$ cat src/rtl/byte_serializer_if.sv
// byte_serializer_if: word-load handshake plus byte-stream handshake of the
// byte serializer. The slave modport is the serializer's view; the master
// modport is the view of whatever feeds words in and drains bytes out.
interface byte_serializer_if #(
    parameter int NBYTES = 44
);
    logic                  load_valid;
    logic                  load_ready;
    logic [NBYTES*8-1:0]   word_in;
    logic                  byte_valid;
    logic                  byte_ready;
    logic [7:0]            byte_out;
    logic                  tx_done;

    modport master (
        output load_valid, word_in, byte_ready,
        input  load_ready, byte_valid, byte_out, tx_done
    );

    modport slave (
        input  load_valid, word_in, byte_ready,
        output load_ready, byte_valid, byte_out, tx_done
    );
endinterface

$ cat src/rtl/byte_serializer.sv
// byte_serializer: accepts one NBYTES-byte word and emits it MSB-first, one
// byte per cycle, on a valid/ready byte stream. Optional trailing XOR
// checksum byte is enabled by defining SERIALIZER_CHECKSUM_EN.
module byte_serializer #(
    parameter int NBYTES    = 44,
    parameter int COUNTBITS = 7
) (
    input  logic             clk,
    input  logic             rst,   // synchronous, active-low
    byte_serializer_if.slave bus
);
    localparam int W = NBYTES * 8;

`ifdef SERIALIZER_CHECKSUM_EN
    localparam logic [COUNTBITS-1:0] FRAME_LEN = COUNTBITS'(NBYTES + 1);
`else
    localparam logic [COUNTBITS-1:0] FRAME_LEN = COUNTBITS'(NBYTES);
`endif
    localparam logic [COUNTBITS-1:0] ONE = COUNTBITS'(1);

    logic [W-1:0]          data_q, data_d;
    logic [COUNTBITS-1:0]  remaining_q, remaining_d;
    logic                  tx_done_q, tx_done_d;
`ifdef SERIALIZER_CHECKSUM_EN
    logic [7:0]            csum_q, csum_d;
`endif

    logic                  byte_valid;
    logic                  load_ready;
    logic                  load_accept;
    logic                  byte_xfer;
    logic [7:0]            byte_sel;

    // Handshake qualifiers and the byte currently presented on the stream.
    always_comb begin
        byte_valid  = (remaining_q != '0);
        // Accept a new word when idle, or when the last byte leaves this cycle.
        load_ready  = rst & ((remaining_q == '0) |
                             ((remaining_q == ONE) & bus.byte_ready));
        load_accept = bus.load_valid & load_ready;
        byte_xfer   = byte_valid & bus.byte_ready;
        byte_sel    = data_q[W-1 -: 8];
`ifdef SERIALIZER_CHECKSUM_EN
        // The final slot of a frame carries the accumulated checksum.
        if (remaining_q == ONE) begin
            byte_sel = csum_q;
        end
`endif
    end

    assign bus.byte_valid = byte_valid;
    assign bus.byte_out   = byte_valid ? byte_sel : 8'h00;
    assign bus.load_ready = load_ready;
    assign bus.tx_done    = tx_done_q;

    // Next-state: shift on transfer; a load in the same cycle overrides it.
    always_comb begin
        data_d      = data_q;
        remaining_d = remaining_q;
        tx_done_d   = 1'b0;
`ifdef SERIALIZER_CHECKSUM_EN
        csum_d      = csum_q;
`endif
        if (byte_xfer) begin
            data_d      = {data_q[W-9:0], 8'h00};
            remaining_d = remaining_q - ONE;
            tx_done_d   = (remaining_q == ONE);
`ifdef SERIALIZER_CHECKSUM_EN
            csum_d      = csum_q ^ data_q[W-1 -: 8];
`endif
        end
        if (load_accept) begin
            data_d      = bus.word_in;
            remaining_d = FRAME_LEN;
`ifdef SERIALIZER_CHECKSUM_EN
            csum_d      = 8'h00;
`endif
        end
    end

    // State registers with synchronous active-low reset.
    always_ff @(posedge clk) begin
        if (!rst) begin
            data_q      <= '0;
            remaining_q <= '0;
            tx_done_q   <= 1'b0;
`ifdef SERIALIZER_CHECKSUM_EN
            csum_q      <= 8'h00;
`endif
        end else begin
            data_q      <= data_d;
            remaining_q <= remaining_d;
            tx_done_q   <= tx_done_d;
`ifdef SERIALIZER_CHECKSUM_EN
            csum_q      <= csum_d;
`endif
        end
    end
endmodule

$ cat src/flat_wrapper.sv
// flat-port wrapper written by rule: the top's interface ports become plain ports
module byte_serializer_flat 
#(
    parameter int NBYTES    = 44,
    parameter int COUNTBITS = 7
)
  (clk, rst, bus_load_valid, bus_word_in, bus_byte_ready, bus_load_ready, bus_byte_valid, bus_byte_out, bus_tx_done);
  byte_serializer_if #(.NBYTES(NBYTES)) bus_i ();
  input  logic clk;
  input  logic rst;
  input wire logic [$bits(bus_i.load_valid)-1:0] bus_load_valid;
  input wire logic [$bits(bus_i.word_in)-1:0] bus_word_in;
  input wire logic [$bits(bus_i.byte_ready)-1:0] bus_byte_ready;
  output wire logic [$bits(bus_i.load_ready)-1:0] bus_load_ready;
  output wire logic [$bits(bus_i.byte_valid)-1:0] bus_byte_valid;
  output wire logic [$bits(bus_i.byte_out)-1:0] bus_byte_out;
  output wire logic [$bits(bus_i.tx_done)-1:0] bus_tx_done;
  assign bus_i.load_valid = bus_load_valid;
  assign bus_i.word_in = bus_word_in;
  assign bus_i.byte_ready = bus_byte_ready;
  assign bus_load_ready = bus_i.load_ready;
  assign bus_byte_valid = bus_i.byte_valid;
  assign bus_byte_out = bus_i.byte_out;
  assign bus_tx_done = bus_i.tx_done;
  byte_serializer #(.NBYTES(NBYTES), .COUNTBITS(COUNTBITS)) u_core (.clk(clk), .rst(rst), .bus(bus_i));
endmodule
$ cat config.mk
export PLATFORM = sky130hd
export DESIGN_NAME = byte_serializer_flat
export DESIGN_NICKNAME = d
export VERILOG_FILES = /design/src/rtl/byte_serializer_if.sv /design/src/rtl/byte_serializer.sv /design/src/flat_wrapper.sv
export SDC_FILE = /design/constraint.sdc
export NUM_CORES = 1
export LEC_CHECK = 0
export ABC_AREA = 0
export CAP_MARGIN = 20
export CORE_MARGIN = 3
export CORE_UTILIZATION = 55
export CTS_BUF_LIST = sky130_fd_sc_hd__clkbuf_4 sky130_fd_sc_hd__clkbuf_8
export DETAILED_ROUTE_END_ITERATION = 6
export PLACE_DENSITY = 0.92
export SETUP_SLACK_MARGIN = 0.02
export SYNTH_ARGS = -nofsm -noshare
export SYNTH_HDL_FRONTEND = slang
export SYNTH_SLANG_ARGS = --single-unit
export TNS_END_PERCENT = 50
$ cat constraint.sdc
create_clock -name clk -period 4.85 [get_ports clk]
set_input_delay 1.2125 -clock clk [delete_from_list [all_inputs] [get_ports clk]]
set_output_delay 1.2125 -clock clk [all_outputs]
set_load 0.005 [all_outputs]
* Yosys cells after proc, flatten, opt, wreduce, memory -nomap -nowiden
Cells that the tools add are included.
** Storage, ports and cells
- Register bits after elaboration :: 360
- Bits in latches :: 0
- Memory bits (writable) :: 0
- Bits in read-only memories :: 0
- Input bits :: 356
- Output and inout port bits :: 11
- Memories kept :: 0
** Cells by class
- Add/sub/neg operators :: 1
- $mul :: 0
- Divide/modulo/power cells :: 0
- Magnitude comparators :: 0
- Equality and inequality tests :: 1
- Shifts and indexed selects :: 0
- Multiplexer cells :: 5
- Bitwise logic cells :: 6
- Reduce and logical (&&, ||, !) cells :: 5
** Operator list (count)
- 352-bit 2-to-1 mux :: 2
- 6-bit 2-to-1 mux :: 2
- 8-bit 2-to-1 mux :: 1
- 7-bit by 1-bit equality test with 1-bit output, second input constant :: 1
- 7-bit zero test :: 1
- 7-bit nonzero test :: 1
- 7-bit by 1-bit subtractor with 7-bit output, second input constant :: 1
- 1-bit AND :: 4
- 2-bit AND reduction :: 1
- 2-bit nonzero test :: 1
- 2-bit OR reduction :: 1
- 1-bit NOT :: 1
- 1-bit bitwise OR :: 1

* Depth between registers and ports, before layout
- Depth after elaboration :: 6
- Depth in mapped cells :: 9

* Least setup slack after synthesis
Ideal clock, no wire load.
- Kind :: input to output
- Start point :: input port bus_byte_ready
- End point :: output port bus_load_ready
- Data arrival time :: 1663 ps
- Path slack :: 1974 ps
- Stages :: 3
- Path buffers :: 1
- Cell sequence :: clkbuf_1 -> a21oi_1 -> nor2_1
** On the way
- Longest elaborated chain between the ends :: 3
** RTL lines
- start, declared :: RTL line flat_wrapper.sv:13 : input wire logic [$bits(bus_i.byte_ready)-1:0] bus_byte_ready;
- 1-bit AND :: RTL line byte_serializer.sv:39 : ((remaining_q == ONE) & bus.byte_ready));
- 1-bit bitwise OR :: RTL line byte_serializer.sv:38 : load_ready = rst & ((remaining_q == '0) |
- 1-bit AND :: RTL line byte_serializer.sv:38
- end, declared :: RTL line flat_wrapper.sv:14 : output wire logic [$bits(bus_i.load_ready)-1:0] bus_load_ready;
No other way between the ends.

* Worst setup path after layout
- Start point :: register u_core.remaining_q[0]
- End point :: output port bus_byte_out[6]
** On the way
- Longest elaborated chain between the ends :: 2
** RTL lines
- start, declared :: RTL line byte_serializer.sv:22 : logic [COUNTBITS-1:0] remaining_q, remaining_d;
- start signal, assigned :: RTL line byte_serializer.sv:92 : remaining_q <= remaining_d;
- 7-bit nonzero test :: RTL line byte_serializer.sv:36 : byte_valid = (remaining_q != '0);
- 8-bit 2-to-1 mux :: RTL line byte_serializer.sv:52 : assign bus.byte_out = byte_valid ? byte_sel : 8'h00;
- end, declared :: RTL line flat_wrapper.sv:16 : output wire logic [$bits(bus_i.byte_out)-1:0] bus_byte_out;
No other way between the ends.

==> impl_metrics.csv <==
group,metric,value,unit
worst_setup_path,critical_path_class,"reg2out",
flow_run,maxCapViolCount,0,
cts,post-cts-setup-buffers,0,
cts,cts_tree,"yes",
worst_setup_path,path_max_fanout,11,
synthesis,async_reset_ff_share,0,%
power_and_ir_drop,leakage,6.75,nW
synthesis,synth_seq_cells,360,
final_layout,finalNonFillerCells,2641,
synthesis,synth_top_cell_by_area,"dfxtp_1",
synthesis,synthTopCellsByCount,"a21oi_1 (698), nand2_1 (362), dfxtp_1 (360)",
worst_setup_path,cp.arrival,2.84,ns
cts,root_buffer,"clkbuf_8",
synthesis,synth-edff-count,0,
grt,grt_pass1_wl,71800,um
cts,clk_latency,0.58,ns
placed_design,gp_congestion,0.948,
cts,clkTransAtPathRegs,0.06,ns
synthesis,ys_seq_area_share,48.2,%
route,vias,15852,
die,fp.dieH,171,um
cts,cts_buffer_depth,3,
placed_design,dp_hpwl,28900,um
worst_setup_path,start_kind,"flip-flop",
final_layout,final_layout_size_suffix_gt1_share,5.60,%
final_layout,nNetsFinal,2621,
synthesis,yosysWarnings,0,
die,dieArea,29200,um2
sta,postLayoutSetupSlackWorst,0.796,ns
sta,fmax,247,MHz
die,rows,59,
die,die_x,171,um
synthesis,netlist.area_leader.share,48.2,%
synthesis,ys_top_cells_by_area,"dfxtp_1 (48%), a21oi_1 (23%), o21ai_0 (12%)",
worst_setup_path,worstSetupEndpointType,"output port",
sta,setup_viol,0,
placed_design,dpl.cell_count,2537,
grt,first_global_vias,14810,
die,core-area,26400,um2
synthesis,ys_types,30,
route,avgViaCountPerCell,6.00,
route,drcViolationCount,0,
placed_design,port_buffers,366,
synthesis,avgSynthCellArea,7.43,um2
worst_setup_path,cp.required,3.64,ns
run_status,status,"finished, final reports clean",
sta,rsz0062_at_grt,"no",
synthesis,synth_cells,2012,
sta,setup_tns,0,ns
sta,hold_viol_final,0,
grt,grt_start_max_net_pins,196,
grt,overflow,0,
grt,track_usage,29.6,%
sta,post-route-min-period,4.05,ns
cts,ctsHoldBuffers,0,
route,ant_nets,0,
sta,maxSlewHeadroom,27.0,%
min_path,hold_path_depth,2,
route,drt-pass1-iter-count,7,
cts,clock-sinks,360,
synthesis,syn_area,14900,um2
synthesis,syn_nets,2371,
sta,final.period_utilization,83.6,%
cts,h-tree-depth,2,
cts,cts_resized,0,
sta,fin_skew,0.0155,ns
die,initial_core_util,56.7,%
power_and_ir_drop,powerDensity,594,nW/um2
die,io_pins,367,
placed_design,place_area,18500,um2
route,wire_per_inst,17.6,um
synthesis,ys_dominant_reg_cell,"dfxtp_1",
placed_design,pre_cts_ws,0.878,ns
route,first_iter_violations,1889,
route,routed_wl,46500,um
final_layout,synthToLayoutAreaGrowth,32.6,%
min_path,hold_path_class,"reg2reg",
power_and_ir_drop,irDropWorstVdd,0.563,mV
worst_setup_path,reg2reg_depth,5,
sta,worstMarginPinSlew,1.10,ns
synthesis,yosysMostFrequentCell,"a21oi_1",
cts,numCtsBuffers,58,
final_layout,final_area,19800,um2
sta,slew_viol_final,0,
grt,antenna_found_initial,4,
area by class of cell:
type | count | area (um2)
antenna | 2 | 5.00
clock buffer | 94 | 1190
clock inverter | 8 | 118
fill | 1836 | 6540
inverter | 3 | 11.3
multi-input combinational | 1453 | 6940
sequential | 360 | 7210
tap | 335 | 419
timing repair buffer | 386 | 3930
kinds of logic (layout without fill, tap and decap cells):
kind of cell / after synthesis / count (layout) / share of synthesized area [%]
compound gates: 1050 / 1050 / 35.3
xor+xnor: 1 / 1 / 0.0586
fa+ha+maj: 3 / 3 / 0.251
buf+inv: 199 / 491 / 5.49
flops: 360 / 360 / 48.2
mux: 1 / 1 / 0.0670
other cells: 0 / 2 / 0
simple gates: 398 / 398 / 10.6
cell usage in the layout, fill, tap and decap left out:
master	count
nor2_1	7
dfxtp_1	360
a21oi_1	698
clkinv_2	4
inv_1	3
mux2i_1	1
or2_2	1
nand4b_1	1
nand2b_1	1
and4b_4	1
nand2_1	362
nor3_1	1
a211oi_1	2
nor2b_1	2
buf_6	1
clkdlybuf4s50_1	365
a21boi_4	1
o41ai_4	1
diode_2	2
nand4_1	1
and2_1	8
nand3_1	9
buf_12	9
ha_1	3
or4_1	1
bufinv_16	3
nand3b_1	1
or3b_2	1
xnor2_1	1
o21ai_0	345
buf_4	11
a31oi_1	3
clkinvlp_4	1
clkbuf_4	17
nor4_4	1
clkbuf_8	77
metrics by stage:
stage / hold slack, ns / power (W) / utilization [%]
floorplan: 0.425 / 0.00753 / -
global placement: 0.435 / 0.00862 / 70.2
detailed placement: 0.443 / 0.00882 / 70.2
CTS: 0.451 / 0.0117 / 75.2
global route: 0.468 / 0.0125 / 75.2
finish: 0.452 / 0.0118 / 75.2
routing by layer:
metal | global-route usage, % | vias to the layer above | wire length [um]
li1 | - | 7504 | -
met1 | 37.4 | 7288 | 18100
met2 | 48.1 | 890 | 21900
met3 | 6.65 | 164 | 4170
met4 | 14.7 | 6 | 2340
met5 | 0 | - | 39
final timing paths:
kind                                 startpoint                         endpoint  slack, ns
max          u_core.remaining_q[0]$_SDFFE_PP0P_                  bus_byte_out[6]       0.80
min              u_core.data_q[64]$_SDFFE_PN0P_   u_core.data_q[64]$_SDFFE_PN0P_       0.45
max reg2reg  u_core.remaining_q[5]$_SDFFE_PN0P_  u_core.data_q[135]$_SDFFE_PN0P_       2.20
min reg2reg      u_core.data_q[64]$_SDFFE_PN0P_   u_core.data_q[64]$_SDFFE_PN0P_       0.45
worst max-delay path, cell delays in order, from the launching register on:
cell	delay (ns)
dfxtp_1	0.35
inv_1	0.12
ha_1	0.31
nor2b_1	0.37
nand2_1	0.36
and2_1	0.31
clkdlybuf4s50_1	0.45
where the power goes:
| part | internal [W] | switching [W] | total, W | leakage [nW] |
|---|---|---|---|---|
| logic | 0.00150 | 0.00287 | 0.00437 | 3.12 |
| clock network | 0.00170 | 0.00117 | 0.00287 | 0.690 |
| registers | 0.00395 | 0.000583 | 0.00454 | 2.94 |
| total | 0.00715 | 0.00462 | 0.0118 | 6.75 |
flip-flops by register name, summed over array words and instances (netlist names):
signal / cells
u_core.bus.tx_done: 1
u_core.data_q: 352
u_core.remaining_q: 7
Power figures use the tool's default switching activity.
==> RTL change, RTL diff (config.mk and constraints unchanged) <==
Take the reset off `data_q` and load it in a clocked block of its own.
--- a/src/rtl/byte_serializer.sv
+++ b/src/rtl/byte_serializer.sv
@@ -83,3 +83,2 @@
         if (!rst) begin
-            data_q      <= '0;
             remaining_q <= '0;
@@ -90,3 +89,2 @@
         end else begin
-            data_q      <= data_d;
             remaining_q <= remaining_d;
@@ -98,2 +96,6 @@
     end
+
+    always_ff @(posedge clk) begin
+        data_q <= data_d;
+    end
 endmodule
Behaviour: no difference found for any inputs over 10 cycles, from zero or initial values and one cycle with rst low; that may be too few to reach the edited logic, so the function may still have changed.
==> RTL change against the unedited design <==
Global-route usage down 7.4 points. Final area up 9.8%. Total power up 18%. Routed wire length down 21%. Setup slack better by 0.043 ns. Sequential share of layout area up 13 points. Clock skew down 0.00054 ns. Core utilization down 2.0 points. Sequential cell count unchanged. Synthesized cell count down 60%. Fmax up 1.1%. Register-to-register slack worse by 0.25 ns. Synthesized area up 12%. Critical endpoint is now bus_load_ready. Largest power group unchanged.
==> RTL change: results (changes against the unedited design) <==
syn avg cell area -> 20.7 µm² (+180%)
largest net degree at the start of global routing -> 86 (-56%)
Net Count, Synth -> 1164 (-51%)
Max FO, Critical Path -> 4 (-7)
Slew HR -> 54.9% (+28 points)
Antenna Cells -> 0 (-2)
post-synthesis cell type count -> 34 (+13%)
global-route wire length before repair -> 56100 µm (-22%)
placed cells -> 1542 (-39%)
Peak VDD IR -> 385 µV (-32%)
Post-synth EDFFs -> 352 (+352)
skew final -> 0.0149 ns (-0.000542 ns)
DP Area -> 0.0206 mm² (+11%)
via count -> 8817 (-44%)
Starting Density -> 56.1% (-0.61 points)
P_leak -> 8.85 nW (+31%)
commonest cells in the netlist -> 352 x edfxtp_1, 316 x mux2_4, 28 x mux2_2
post-DR wirelength/cell -> 22.3 µm (+27%)
Seq/Total Area, Yosys -> 64.4% (+16 points)
Iteration-0 DRC Markers -> 705 (-63%)
status -> finished clean
gpl congestion -> 0.908 (-4.2%)
htree depth -> 2 (unchanged)
Net count, final -> 1570 (-40%)
Arrival @ worst endpoint -> 2.80 ns (-0.04 ns)
number of global-route vias before repair -> 9485 (-36%)
==> RTL change: cell count changes after synthesis, moves of 11 or more <==
cell,unedited run,this run
mux2_4,0,316
a21oi_1,698,4
buf_6,0,24
mux2_2,0,28
nand2_1,362,6
clkbuf_1,133,1
buf_8,0,11
dfxtp_1,360,8
o21ai_0,345,1
buf_1,11,0
buf_2,49,2
edfxtp_1,0,352
==> RTL change: area by class of cell <==
type	count	area (µm²)
timing repair buffer	387	3930
inverter	3	11.3
multi-input combinational	402	5450
clock inverter	34	226
tap	390	488
fill	1688	7970
clock buffer	73	905
sequential	360	10700
==> RTL change: where the power goes <==
group / internal (mW) / switching (mW)
combinational: 2.90 / 1.94
clock: 1.38 / 1.17
sequential: 5.89 / 0.569
==> RTL change: kinds of logic (layout without fill, tap and decap cells) <==
| logic type | Yosys count | after routing | synth area share [%] |
|---|---|---|---|
| compound gates | 12 | 12 | 0.488 |
| xor+xnor | 2 | 2 | 0.105 |
| mux | 345 | 345 | 30.4 |
| buf+inv | 43 | 497 | 3.00 |
| simple gates | 40 | 40 | 1.37 |
| fa+ha+maj | 3 | 3 | 0.225 |
| flops | 360 | 360 | 64.4 |
==> RTL change: path summary, 6_finish.rpt <==
path,start,end,slack (ns)
max,rst,bus_load_ready,0.84
min,u_core.remaining_q[6],u_core.remaining_q[6],0.53
max reg2reg,u_core.remaining_q[2],u_core.data_q[282],1.95
min reg2reg,u_core.remaining_q[6],u_core.remaining_q[6],0.53
==> RTL change: metal layers <==
metal	vias up	part of all wire, %	track usage, %
li1	3975	-	-
met1	4331	39	28.5
met2	430	48	36.6
met3	75	9.0	7.25
met4	6	3.1	6.85
met5	-	0.081	0
==> RTL change: worst max-delay path, delay by kind of cell <==
family | cells | cell delay (ns)
buffers and inverters | 3 | 1.08
AND/OR/NAND/NOR | 2 | 0.51
